==> src/rtl/debug_reg_streamer_if.sv <==
// Purpose : beat-level valid/ready stream carrying (register index, value) pairs
//           from the debug register streamer to the host/UART link.
// Signals : valid - beat valid (master -> slave)
//           ready - slave accepts the beat (slave -> master)
//           index - register number of the beat
//           data  - captured register value
//           last  - final emitted beat of the current snapshot
interface debug_reg_streamer_if #(
  parameter int IdxW     = 3,
  parameter int RegWidth = 16
);
  logic                valid;
  logic                ready;
  logic [IdxW-1:0]     index;
  logic [RegWidth-1:0] data;
  logic                last;

  modport master (output valid, output index, output data, output last, input ready);
  modport slave  (input valid, input index, input data, input last, output ready);
endinterface

==> src/rtl/debug_reg_streamer.sv <==
// Purpose : snapshots the core's packed register file on request and streams
//           it out one (index, value) beat per register slot, optionally
//           emitting only registers that changed since the previous snapshot.
// Ports   : i_clk          rising-edge clock
//           i_reset        synchronous active-high reset
//           i_debug_data   packed registers, reg i at [i*RegWidth +: RegWidth]
//           i_snap         capture request, honoured only in IDLE
//           i_changed_only sampled with an accepted snap
//           o_busy         high while streaming
//           o_done         one-cycle pulse in the first IDLE cycle after a stream
//           o_dropped      high while a snap is presented during a stream
//           o_drop_count   saturating count of dropped snaps
//           o_stream       beat output (master modport)
//
// state     | meaning
// ST_IDLE   | waiting for a snap request
// ST_STREAM | walking slots 0..NumRegs-1, one slot per cycle unless stalled
module debug_reg_streamer #(
  parameter int NumRegs  = 8,
  parameter int RegWidth = 16,
  parameter int IdxW     = $clog2(NumRegs)
) (
  input  logic                        i_clk,
  input  logic                        i_reset,
  input  logic [NumRegs*RegWidth-1:0] i_debug_data,
  input  logic                        i_snap,
  input  logic                        i_changed_only,
  output logic                        o_busy,
  output logic                        o_done,
  output logic                        o_dropped,
  output logic [7:0]                  o_drop_count,
  debug_reg_streamer_if.master        o_stream
);

  typedef enum logic {ST_IDLE, ST_STREAM} state_t;

  localparam logic [IdxW-1:0] LastIdx = IdxW'(NumRegs - 1);

  state_t              r_state;
  state_t              w_state_nxt;
  logic [RegWidth-1:0] r_shadow [NumRegs];
  logic [RegWidth-1:0] r_prev   [NumRegs];
  logic [NumRegs-1:0]  r_sel;
  logic [IdxW-1:0]     r_idx;
  logic                r_done;
  logic [7:0]          r_drop_count;

  logic w_accept;
  logic w_advance;
  logic w_valid;
  logic w_drop;
  logic w_more_above;

  always_ff @(posedge i_clk) begin
    if (i_reset) r_state <= ST_IDLE;
    else         r_state <= w_state_nxt;
  end

  always_comb begin
    w_state_nxt = r_state;
    w_accept    = 1'b0;
    w_advance   = 1'b0;
    w_valid     = 1'b0;
    case (r_state)
      ST_IDLE: begin
        if (i_snap) begin
          w_accept    = 1'b1;
          w_state_nxt = ST_STREAM;
        end
      end
      ST_STREAM: begin
        w_valid   = r_sel[r_idx];
        // unselected slots burn exactly one cycle; selected ones wait for ready
        w_advance = !r_sel[r_idx] || o_stream.ready;
        if (w_advance && (r_idx == LastIdx)) w_state_nxt = ST_IDLE;
      end
      default: w_state_nxt = ST_IDLE;
    endcase
  end

  assign w_drop = i_snap && (r_state == ST_STREAM);

  // a beat is last when no later slot is still selected
  always_comb begin
    w_more_above = 1'b0;
    for (int i = 0; i < NumRegs; i++) begin
      if ((i > int'(r_idx)) && r_sel[i]) w_more_above = 1'b1;
    end
  end

  always_ff @(posedge i_clk) begin
    if (i_reset) begin
      for (int i = 0; i < NumRegs; i++) begin
        r_shadow[i] <= '0;
        r_prev[i]   <= '0;
      end
      r_sel        <= '0;
      r_idx        <= '0;
      r_done       <= 1'b0;
      r_drop_count <= '0;
    end else begin
      r_done <= (r_state == ST_STREAM) && (w_state_nxt == ST_IDLE);
      if (w_accept) begin
        for (int i = 0; i < NumRegs; i++) begin
          r_shadow[i] <= i_debug_data[i*RegWidth +: RegWidth];
          r_prev[i]   <= i_debug_data[i*RegWidth +: RegWidth];
          r_sel[i]    <= i_changed_only ?
                         (i_debug_data[i*RegWidth +: RegWidth] != r_prev[i]) : 1'b1;
        end
        r_idx <= '0;
      end else if (w_advance) begin
        r_idx <= r_idx + IdxW'(1);
      end
      if (w_drop && (r_drop_count != 8'hFF)) r_drop_count <= r_drop_count + 8'd1;
    end
  end

  assign o_busy         = (r_state == ST_STREAM);
  assign o_done         = r_done;
  assign o_dropped      = w_drop;
  assign o_drop_count   = r_drop_count;
  assign o_stream.valid = w_valid;
  assign o_stream.index = r_idx;
  assign o_stream.data  = r_shadow[r_idx];
  assign o_stream.last  = w_valid && !w_more_above;

endmodule

==> src/flat_wrapper.sv <==
// flat-port wrapper written by rule: the top's interface ports become plain ports
module debug_reg_streamer_flat 
#(
  parameter int NumRegs  = 8,
  parameter int RegWidth = 16,
  parameter int IdxW     = $clog2(NumRegs)
)
  (i_clk, i_reset, i_debug_data, i_snap, i_changed_only, o_busy, o_done, o_dropped, o_drop_count, o_stream_valid, o_stream_index, o_stream_data, o_stream_last, o_stream_ready);
  debug_reg_streamer_if #(.IdxW(IdxW), .RegWidth(RegWidth)) o_stream_i ();
  input  logic i_clk;
  input  logic i_reset;
  input  logic [NumRegs*RegWidth-1:0] i_debug_data;
  input  logic i_snap;
  input  logic i_changed_only;
  output logic o_busy;
  output logic o_done;
  output logic o_dropped;
  output logic [7:0] o_drop_count;
  output wire logic [$bits(o_stream_i.valid)-1:0] o_stream_valid;
  output wire logic [$bits(o_stream_i.index)-1:0] o_stream_index;
  output wire logic [$bits(o_stream_i.data)-1:0] o_stream_data;
  output wire logic [$bits(o_stream_i.last)-1:0] o_stream_last;
  input wire logic [$bits(o_stream_i.ready)-1:0] o_stream_ready;
  assign o_stream_valid = o_stream_i.valid;
  assign o_stream_index = o_stream_i.index;
  assign o_stream_data = o_stream_i.data;
  assign o_stream_last = o_stream_i.last;
  assign o_stream_i.ready = o_stream_ready;
  debug_reg_streamer #(.NumRegs(NumRegs), .RegWidth(RegWidth), .IdxW(IdxW)) u_core (.i_clk(i_clk), .i_reset(i_reset), .i_debug_data(i_debug_data), .i_snap(i_snap), .i_changed_only(i_changed_only), .o_busy(o_busy), .o_done(o_done), .o_dropped(o_dropped), .o_drop_count(o_drop_count), .o_stream(o_stream_i));
endmodule
==> config.mk <==
export PLATFORM = sky130hd
export DESIGN_NAME = debug_reg_streamer_flat
export DESIGN_NICKNAME = d
export VERILOG_FILES = /design/src/rtl/debug_reg_streamer_if.sv /design/src/rtl/debug_reg_streamer.sv /design/src/flat_wrapper.sv
export SDC_FILE = /design/constraint.sdc
export NUM_CORES = 1
export LEC_CHECK = 0
export ABC_AREA = 1
export CELL_PAD_IN_SITES_DETAIL_PLACEMENT = 2
export CELL_PAD_IN_SITES_GLOBAL_PLACEMENT = 2
export CORE_MARGIN = 4
export CORE_UTILIZATION = 30
export DETAILED_ROUTE_END_ITERATION = 7
export PLACE_DENSITY_LB_ADDON = 0.1
export SLEW_MARGIN = 0
export SYNTH_ARGS = -nofsm -noshare
export SYNTH_HDL_FRONTEND = slang
export SYNTH_SLANG_ARGS = --single-unit
==> constraint.sdc <==
create_clock -name i_clk -period 4.75 [get_ports i_clk]
set_input_delay 0.7125 -clock i_clk [delete_from_list [all_inputs] [get_ports i_clk]]
set_output_delay 0.7125 -clock i_clk [all_outputs]
set_load 0.02 [all_outputs]
After elaboration in Yosys (flattened, before gate mapping)
Memory sizes are Yosys's and may differ from the RTL's. A register that Yosys moved wholly into a read port is not among the register bits.
Cells that the tools add are included.
- memories kept: 2
- logic and storage cells: 107
- bits in registers: 21
- bits of input ports: 133
- RAM bits: 256
- mux-type cells: 46
- $lt $le $gt $ge: 8
- reductions and logical operators: 16
- eq/ne operators: 10
- bitwise operators: 18
- add/subtract/negate cells: 2
- memories (memory ; words ; bits a word ; read ports ; clocked after Yosys merged registers in ; wr ports ; line ; text):
    u_core.r_prev ; 8 ; 16 ; 8 ; 0 ; 8 ; debug_reg_streamer.sv:42 ; logic [RegWidth-1:0] r_prev [NumRegs];
    u_core.r_shadow ; 8 ; 16 ; 1 ; 1 ; 8 ; debug_reg_streamer.sv:41 ; logic [RegWidth-1:0] r_shadow [NumRegs];
- operators by type and width (operator ; count):
    $mux W16 ; 16
    $ne A16 B16 Y1 ; 8
    $mux W1 ; 26
    $or A1 B1 Y1 ; 16
    $gt A3 B3 Y1 const A ; 4
    $logic_and A1 B1 Y1 ; 12
    $add A8 B1 Y8 const B ; 1
    $ne A8 B8 Y1 const B ; 1
    $gt A2 B3 Y1 const A ; 2
    $mux W3 ; 2
    $lt A3 B4 Y1 const B ; 1
    $add A3 B1 Y3 const B ; 1
    $bmux W1 S3 ; 1
    $eq A3 B3 Y1 const B ; 1
    $gt A1 B3 Y1 const A ; 1
    $logic_not A1 Y1 ; 2
    $not A1 Y1 ; 2
    $pmux W1 S2 ; 1
    $reduce_or A2 Y1 ; 1
    $logic_or A1 B1 Y1 ; 1

Depth between registers and ports, before layout
Gate-level depths: netlist of the first run.
- depth after elaboration: 11
- depth in mapped cells: 13

Worst setup path before layout of the first run
Ideal clock, no wire load.
- path type: input-to-reg
- start point: input i_snap
- end point: memory u_core.r_prev[0][0], enable pin
- required time: 4267 ps
- slack: 765 ps
- arrival time: 3502 ps
- stages: 4
- setup time: 483 ps
- cells stage by stage: inv_1 nor2_1 nor2_2 inv_1
- RTL lines (element ; line ; text):
    start: declaration ; flat_wrapper.sv:13 ; input logic i_snap;
    end: declaration ; debug_reg_streamer.sv:42 ;

==> results.cfg, run 1 <==
[min_path]
min_path_type = flip-flop to flip-flop
whs_path_depth = 2
min-delay-start = u_core.r_sel[1]

[logic_synthesis]
synth.distinct_cells = 29
syn-num-nets = 1258
synth_edf_count = 128
ys_seq_elements = 152
async_reset_ff_frac = 0
synth_top_area_share = 0.439
synthTopCellsByCount = 247 x nor2_1, 203 x inv_1, 168 x nand2_1
syn_inst = 1121
synth_top_flop_cell = edfxtp_1
ys_warn_count = 0
synth_top_area_cell = edfxtp_1
ys_seq_area_frac = 0.494
postSynthAreaPerCell_sq_um = 7.82
synth_area_leaders = edfxtp_1 44%, nor2_1 11%, inv_1 8.7%
syn_area_sq_um = 8760
synth_most_common_cell = nor2_1

[timing]
hold_viol_final = 0
rsz0062_at_grt = false
whs_ns = 0.461
fmax_mhz = 258
final.min_clock_period_ns = 3.88
tightest_slew_ns = 0.805
fin_skew_ns = 0.0188
finalSetupViolCount = 0
totalNegativeSetupSlack_ns = 0
drv_slew = 0
slew_headroom = 0.464
fin_crit_sh = 0.818

[floorplan]
die_w_um = 179
io_pins = 165
rows = 62
coreArea_sq_um = 28800
start_util = 0.304
fp.dieH_um = 179
die_area_sq_um = 32000

[worst_setup_path]
required_ns = 4.04
crit_top_cell = buf_4
cpPeakStageDelay_ns = 0.66
cp.depth = 8
reg2reg_depth = 4
start_kind = flip-flop
crit_chain = buf_4 > inv_1 > buf_4 > o21ai_0 > o22ai_1 > nor2_1 > a31oi_1 > clkdlybuf4s50_1
cp_num_buf_inv = 4
cp.arrival_ns = 3.17
crit_slowest_cell = clkdlybuf4s50_1
crit_path_end_kind = output pin
critical_path_class = flip-flop to output pin
cpLargestDelayFamily = buffers and inverters
worst_r2r_startpoint = u_core.o_busy
crit_path_max_fanout = 36

[placed_design]
globalplace.congestion = 0.795
dp_hpwl_mm = 25.1
portBuffers = 164

[cts]
htreeDepth = 4
cts_setup_buffers = 0
path_clk_slew_ns = 0.07
cts_buffers = 17
clockRootBuffer = clkbuf_16
clockBufferDepth = 2
clk_latency_ns = 0.44
postCtsHoldBufs = 0
cts_tree = yes
cts-resized-gates = 0
clock-sinks = 152

[routing]
dr.pass1.iters = 5
routedWlPerCell_um = 19.5
viasPerCell = 4.79
routed_wl_mm = 32.5
drtIter0Drc = 476
num_vias = 8005
drc_errors = 0
antenna_left = 0

[global_route]
grt-ovfl-total = 0
grt_pass1_wl_mm = 48.7
grt_start_max_net_pins = 62
antenna_found_initial = 0
grt_pass1_vias = 8427
grtUsageTotal = 0.203

[cells_and_area]
multi_input_area_sq_um = 3470
layout.nets = 1412
areaGrowthSynthToFinish_pct = 30.1
drive_gt1_frac = 0.0474
fill_cells = 3288
diodes = 0
register_area_sq_um = 4330

[pwr]
powerDensity_nw_per_um2 = 335
p_leak_nw = 4.89
p_total_w = 0.00382
irDropWorstVdd_mv = 0.236

[outcome]
status = finished, final reports clean

[run]
drv_cap = 0
power breakdown:
group	leakage [nW]	internal, W	total [W]	switching [W]
Sequential	1.57	0.00156	0.00165	0.0000910
Clock	0.289	0.000835	0.00146	0.000625
Combinational	3.03	0.000299	0.000712	0.000413
stage by stage:
step / setup WS (ns) / area, sq um / cells / utilization
final: 0.867 / 11400 / 1672 / 0.396
after global routing: 0.627 / 11400 / 1672 / 0.396
after CTS: 0.897 / 11400 / 1672 / 0.396
after detailed placement: 1.39 / 10800 / 1640 / 0.375
after global placement: 1.49 / 10800 / 1640 / 0.375
after floorplan: 0.765 / 8760 / 1121 / -
cell type report:
type / count / share of cell area
Sequential cell: 152 / 0.380
Multi-Input combinational cell: 723 / 0.304
Timing Repair Buffer: 173 / 0.152
Inverter: 208 / 0.0692
Tap cell: 384 / 0.0422
Clock buffer: 19 / 0.0380
Clock inverter: 13 / 0.0147
path summary, 6_finish.rpt:
| check | slack [ns] | endpoint |
|---|---|---|
| max | 0.87 | o_stream_data[6] |
| min | 0.46 | u_core.r_sel[1] |
| max reg2reg | 2.56 | flip-flop |
| min reg2reg | 0.46 | u_core.r_sel[1] |
metal layers:
layer,vias up,track usage,wire [um],part of all wire
li1,3881,-,-,-
met1,3939,0.261,14300,0.44
met2,166,0.350,16200,0.50
met3,19,0.0462,1610,0.049
met4,0,0.0432,457,0.014
met5,-,0,0,0
worst register-to-register path, cell delays in order (launching register included):
cell and delay [ns]:
dfxtp_1 0.50, nor2_1 0.16, nor2_2 0.48, inv_4 0.41, a21oi_1 0.51
placed cells by master, fill, tap and decap left out, types with 7 or more instances in the layout:
| cell | n |
|---|---|
| nand2_1 | 167 |
| or2_2 | 8 |
| o21ai_0 | 89 |
| clkdlybuf4s50_1 | 164 |
| xor2_1 | 19 |
| o22ai_1 | 22 |
| edfxtp_1 | 128 |
| dfxtp_1 | 23 |
| nand4_1 | 20 |
| a21oi_1 | 50 |
| nor2_1 | 247 |
| clkbuf_16 | 17 |
| nor3_1 | 7 |
| nand3_1 | 22 |
| a31oi_1 | 16 |
| buf_4 | 7 |
| inv_1 | 202 |
| xnor2_1 | 36 |
flip-flops by register name, indices dropped and copies added, names as in the netlist, named ones only:
name	cells
u_core.r_shadow	35
u_core.o_drop_count	8
u_core.o_busy	1
u_core.o_done	1
u_core.r_sel	8
u_core.o_stream.index	3
u_core.r_prev	93
cell families (layout without fill, tap and decap cells):
family                     after synthesis  after routing  share of synthesized area
and+or+nand+nor                        482            482                      0.223
buffers and inverters                  246            413                      0.111
AOI/OAI and AO/OA                      182            182                      0.111
DFF                                    152            152                      0.494
xor gates and xnor gates                55             55                     0.0550
adders and majority gates                4              4                    0.00571
No activity file was read; power rests on OpenSTA's default activity.
==> inputs of run 2 (changes only) <==
--- a/config.mk
+++ b/config.mk
@@ -9,7 +9,7 @@
 export CELL_PAD_IN_SITES_DETAIL_PLACEMENT = 2
 export CELL_PAD_IN_SITES_GLOBAL_PLACEMENT = 2
 export CORE_MARGIN = 4
-export CORE_UTILIZATION = 30
+export CORE_UTILIZATION = 27
 export DETAILED_ROUTE_END_ITERATION = 7
 export PLACE_DENSITY_LB_ADDON = 0.1
 export SLEW_MARGIN = 0
==> constraint.sdc (replaced) <==
create_clock -name i_clk -period 3.2 [get_ports i_clk]
set_input_delay 0.48 -clock i_clk [delete_from_list [all_inputs] [get_ports i_clk]]
set_output_delay 0.48 -clock i_clk [all_outputs]
set_load 0.02 [all_outputs]
==> run 2 against run 1 <==
Sequential share of layout area shrank 0.49 points. Sequential cell count is the same. Final cell count rose by 3.5%. Clock-buffer cell count rose by 2. Clock power up 39%. Wire length grew 2.2%. Design area grew 1.3%. Critical path type unchanged. Largest cell class unchanged.
==> results.cfg, run 2 (synthesized netlist as in run 1, its figures left out) <==
[worst_setup_path]
crit_slowest_cell = clkdlybuf4s50_1
cpPeakStageDelay_ns = 0.68
cp_num_buf_inv = 4
crit_path_end_kind = output pin
required_ns = 2.72
crit_top_cell = buf_4
cp.arrival_ns = 2.64
start_kind = flip-flop
critical_path_class = flip-flop to output pin
crit_path_max_fanout = 12
cpLargestDelayFamily = buffers and inverters
crit_chain = clkinvlp_4 > buf_4 > buf_4 > o21ai_0 > o22ai_1 > nor2_1 > a31oi_1 > clkdlybuf4s50_1

[routing]
drc_errors = 0
dr.pass1.iters = 5
viasPerCell = 4.58
drtIter0Drc = 395
num_vias = 7928
routedWlPerCell_um = 19.2
antenna_left = 0
routed_wl_mm = 33.3

[cells_and_area]
layout_common_cells = 247 x nor2_1, 201 x inv_1, 167 x nand2_1
multi_input_area_sq_um = 3470
finalNonFillerCells = 1730
fin_area_sq_um = 11500
diodes = 0
layout.nets = 1419
largestRegisters = u_core.r_prev (93), u_core.r_shadow (35)
layout_commonest_cell = nor2_1
fill_cells = 3609
drive_gt1_frac = 0.0517
areaGrowthSynthToFinish_pct = 31.8
regMostFlops = u_core.r_prev
largest_reg_flops = 93
register_area_sq_um = 4330

[placed_design]
place_inst = 1695
place_area_sq_um = 10900
portBuffers = 164
dp_hpwl_mm = 25.9
globalplace.congestion = 0.784

[pwr]
p_total_w = 0.00556
p_leak_nw = 4.96
powerDensity_nw_per_um2 = 481
irDropWorstVdd_mv = 0.370

[floorplan]
coreArea_sq_um = 31800
fp.dieH_um = 188
io_pins = 165
die_w_um = 188
rows = 65
die_area_sq_um = 35400
start_util = 0.276

[global_route]
antenna_found_initial = 0
grt-ovfl-total = 0
grt_pass1_wl_mm = 50.2
grt_start_max_net_pins = 80
grt_pass1_vias = 8409
grtUsageTotal = 0.186

[timing]
whs_ns = 0.459
fin_skew_ns = 0.0130
final.min_clock_period_ns = 3.12
tightest_slew_ns = 0.515
finalSetupViolCount = 0
fin_crit_sh = 0.974
slew_headroom = 0.656
drv_slew = 0
hold_viol_final = 0
fmax_mhz = 321

[cts]
path_clk_slew_ns = 0.07
clockBufferDepth = 2
clk_latency_ns = 0.44
htreeDepth = 4
clockRootBuffer = clkbuf_16
cts_buffers = 17
clock-sinks = 152
cts_tree = yes

[run]
drv_cap = 0

[outcome]
status = finished, final reports clean

[min_path]
min_path_type = flip-flop to flip-flop
## run 2: tightest hold or removal path, delay by kind of cell, from the launching register on
kind / cells / cell delay, ns
flops: 1 / 0.31
simple gates: 2 / 0.11
## run 2: power by group
part | internal (W) | leakage [nW] | switching, W | total [W]
clock | 0.00115 | 0.269 | 0.000878 | 0.00203
combinational | 0.000457 | 3.12 | 0.000611 | 0.00107
sequential | 0.00231 | 1.57 | 0.000150 | 0.00246
total | 0.00392 | 4.96 | 0.00164 | 0.00556
## run 2: layout make-up
class / instances / share of cell area
sequential: 152 / 0.375
multi-input combinational: 723 / 0.301
timing repair buffer: 180 / 0.160
inverter: 208 / 0.0687
tap: 435 / 0.0471
clock buffer: 21 / 0.0381
clock inverter: 11 / 0.0107
## run 2: final timing paths
path	from	slack (ns)	end	depth (start not counted)
min reg2reg	u_core.r_sel[4]	0.46	u_core.r_sel[4]	2
max	flip-flop	0.08	o_stream_data[9]	8
max reg2reg	u_core.o_busy	1.40	u_core.r_prev[0][12]	4
min	u_core.r_sel[4]	0.46	u_core.r_sel[4]	2
## run 2: timing repair
action,CTS,global route
setup buffers,0,3
setup endpoints to repair,0,8
hold buffers,0,0
gates resized for setup,0,5
## run 2: metal layers
layer	vias to the layer above	wire (um)	global-route usage
met3	15	1410	0.0369
met5	-	0	0
met1	3870	15600	0.248
met4	0	275	0.0356
met2	147	16000	0.316
li1	3896	-	-
## run 2: stage by stage
step                TNS [ns]  worst slack, ns   util
floorplan                  0           0.0788      -
global placement           0            0.571  0.344
detailed placement         0            0.574  0.344
CTS                        0           0.0697  0.362
global route        -0.00187         -0.00187  0.363
finish                     0           0.0843  0.363
==> inputs of run 3 (changes only) <==
--- a/config.mk
+++ b/config.mk
@@ -6,10 +6,11 @@
 export NUM_CORES = 1
 export LEC_CHECK = 0
 export ABC_AREA = 1
-export CELL_PAD_IN_SITES_DETAIL_PLACEMENT = 2
+export CELL_PAD_IN_SITES_DETAIL_PLACEMENT = 1
 export CELL_PAD_IN_SITES_GLOBAL_PLACEMENT = 2
 export CORE_MARGIN = 4
 export CORE_UTILIZATION = 27
+export CTS_CLUSTER_DIAMETER = 100
 export DETAILED_ROUTE_END_ITERATION = 7
 export PLACE_DENSITY_LB_ADDON = 0.1
 export SLEW_MARGIN = 0
==> run 3 against run 2 <==
Via count decreased by 2.8%. Sequential cell count unchanged. Largest cell class unchanged. Die area is the same. Wire length is 4.5% lower. Sequential share of layout area hardly changed. Utilization hardly changed. Setup slack gained 0.017 ns. Critical path type unchanged.
==> results.cfg, run 3 (synthesized netlist as in run 1, its figures left out) <==
[outcome]
status = finished, final reports clean

[cells_and_area]
layout_common_cells = 247 x nor2_1, 201 x inv_1, 167 x nand2_1
layout.nets = 1416
regMostFlops = u_core.r_prev
finalNonFillerCells = 1727
largestRegisters = u_core.r_prev (93), u_core.r_shadow (35)
layout_commonest_cell = nor2_1
areaGrowthSynthToFinish_pct = 31.7
largest_reg_flops = 93
drive_gt1_frac = 0.0511
diodes = 0

[floorplan]
fp.dieH_um = 188
rows = 65
die_w_um = 188
coreArea_sq_um = 31800
io_pins = 165
die_area_sq_um = 35400
start_util = 0.276

[cts]
postCtsHoldBufs = 0
cts_buffers = 17
cts_tree = yes
clockRootBuffer = clkbuf_16
clk_latency_ns = 0.44
path_clk_slew_ns = 0.07
htreeDepth = 4
clock-sinks = 152
cts_setup_buffers = 0
cts-resized-gates = 0
clockBufferDepth = 2

[routing]
drc_errors = 0
dr.pass1.iters = 5
topRoutingLayerUsed = met5
met1_length_mm = 15.2
routedWlPerCell_um = 18.4
num_vias = 7704
met3_length_mm = 1.39
wl_met2_mm = 14.9
routed_wl_mm = 31.8
antenna_left = 0
drtIter0Drc = 373
viasPerCell = 4.46

[min_path]
whs_path_depth = 2
min-delay-start = u_core.r_sel[2]
whs_endpoint = u_core.r_sel[2]
min_path_type = flip-flop to flip-flop

[placed_design]
dp_hpwl_mm = 24.6
place_inst = 1695
globalplace.congestion = 0.784
portBuffers = 164
dp_slack_ns = 0.568

[timing]
fmax_mhz = 323
finalSetupViolCount = 0
hold_viol_final = 0
slew_headroom = 0.642
setup_slack_ns = 0.101
drv_slew = 0
totalNegativeSetupSlack_ns = 0
fin_crit_sh = 0.968
final.min_clock_period_ns = 3.10
rsz0062_at_grt = false
tightest_slew_ns = 0.537
fin_skew_ns = 0.0106

[worst_setup_path]
start_kind = flip-flop
reg2reg_setup_slack_ns = 1.40
reg2reg_depth = 4
crit_path_end_kind = output pin
cp.arrival_ns = 2.62
required_ns = 2.72
critical_path_class = flip-flop to output pin
r2r-end = u_core.r_shadow[5][14]
crit_path_max_fanout = 21
worst_r2r_startpoint = u_core.o_busy

[global_route]
grt_start_max_net_pins = 80
grt_pass1_vias = 7997
antenna_found_initial = 1
grtUsageTotal = 0.178
grt_pass1_wl_mm = 47.7
grt-ovfl-total = 0

[pwr]
switchingPower_w = 0.00163
p_leak_nw = 4.98
comb_power_share = 0.189
swShare = 0.293
powerDensity_nw_per_um2 = 482
irDropWorstVdd_mv = 0.392
p_seq_frac = 0.442
pwr-share-clk = 0.369
internal_power_w = 0.00393

[run]
drv_cap = 0
-- run 3: cell types whose count changed in the layout (fill, tap and decap cells not counted) --
cell             delta
clkinv_1            -1
inv_4               +3
clkdlybuf4s50_1     -1
buf_4               -3
clkbuf_16           +1
clkinvlp_4          -2
clkinv_4            -2
clkbuf_1            -1
inv_6               +1
dlymetal6s2s_1      +1
clkbuf_8            +2
bufinv_16           -1
-- run 3: cell type report --
class / instances / area [sq um]
fillers: 3806 / 20300
flip-flops and latches: 152 / 4330
multi-input cells: 723 / 3470
repair buffers: 177 / 1830
inverters: 208 / 793
well taps: 435 / 544
clock buffers: 23 / 489
clock inverters: 9 / 85.1
-- run 3: routing by layer --
| metal | global-route usage | vias up |
|---|---|---|
| met1 | 0.243 | 3644 |
| met3 | 0.0352 | 17 |
| met2 | 0.295 | 152 |
| met4 | 0.0387 | 2 |
| met5 | 0 | - |
| li1 | - | 3889 |
-- run 3: power groups by stage --
stage | combinational [W] | clock (W) | sequential, W
floorplan | 0.000560 | 0 | 0.00243
global placement | 0.00106 | 0 | 0.00250
detailed placement | 0.00106 | 0 | 0.00250
CTS | 0.00107 | 0.00211 | 0.00246
global route | 0.00116 | 0.00219 | 0.00247
finish | 0.00105 | 0.00205 | 0.00246
-- run 3: worst max path at each step --
stage / from / depth (start not counted) / end
floorplan: i_snap / 4 / u_core.r_prev[0][0]
global placement: flip-flop / 7 / o_stream_data[14]
detailed placement: flip-flop / 6 / o_stream_data[8]
CTS: flip-flop / 6 / o_stream_data[8]
global route: flip-flop / 7 / o_stream_data[6]
finish: flip-flop / 7 / o_stream_data[9]
-- run 3: metrics by stage --
stage / power (W) / util / hold slack (ns) / area (sq um)
final: 0.00556 / 0.363 / 0.457 / 11500
after CTS: 0.00564 / 0.362 / 0.464 / 11500
after global placement: 0.00356 / 0.344 / 0.443 / 10900
after global routing: 0.00582 / 0.363 / 0.478 / 11500
after floorplan: 0.00299 / - / 0.426 / 8770
after detailed placement: 0.00356 / 0.344 / 0.451 / 10900
-- run 3: worst max-delay path, cell delays in order, from the launching register on --
cell and delay [ns]:
dfxtp_2 0.37, inv_2 0.17, buf_4 0.27, o21ai_0 0.11
o22ai_1 0.21, nor2_1 0.09, a31oi_1 0.28, clkdlybuf4s50_1 0.68
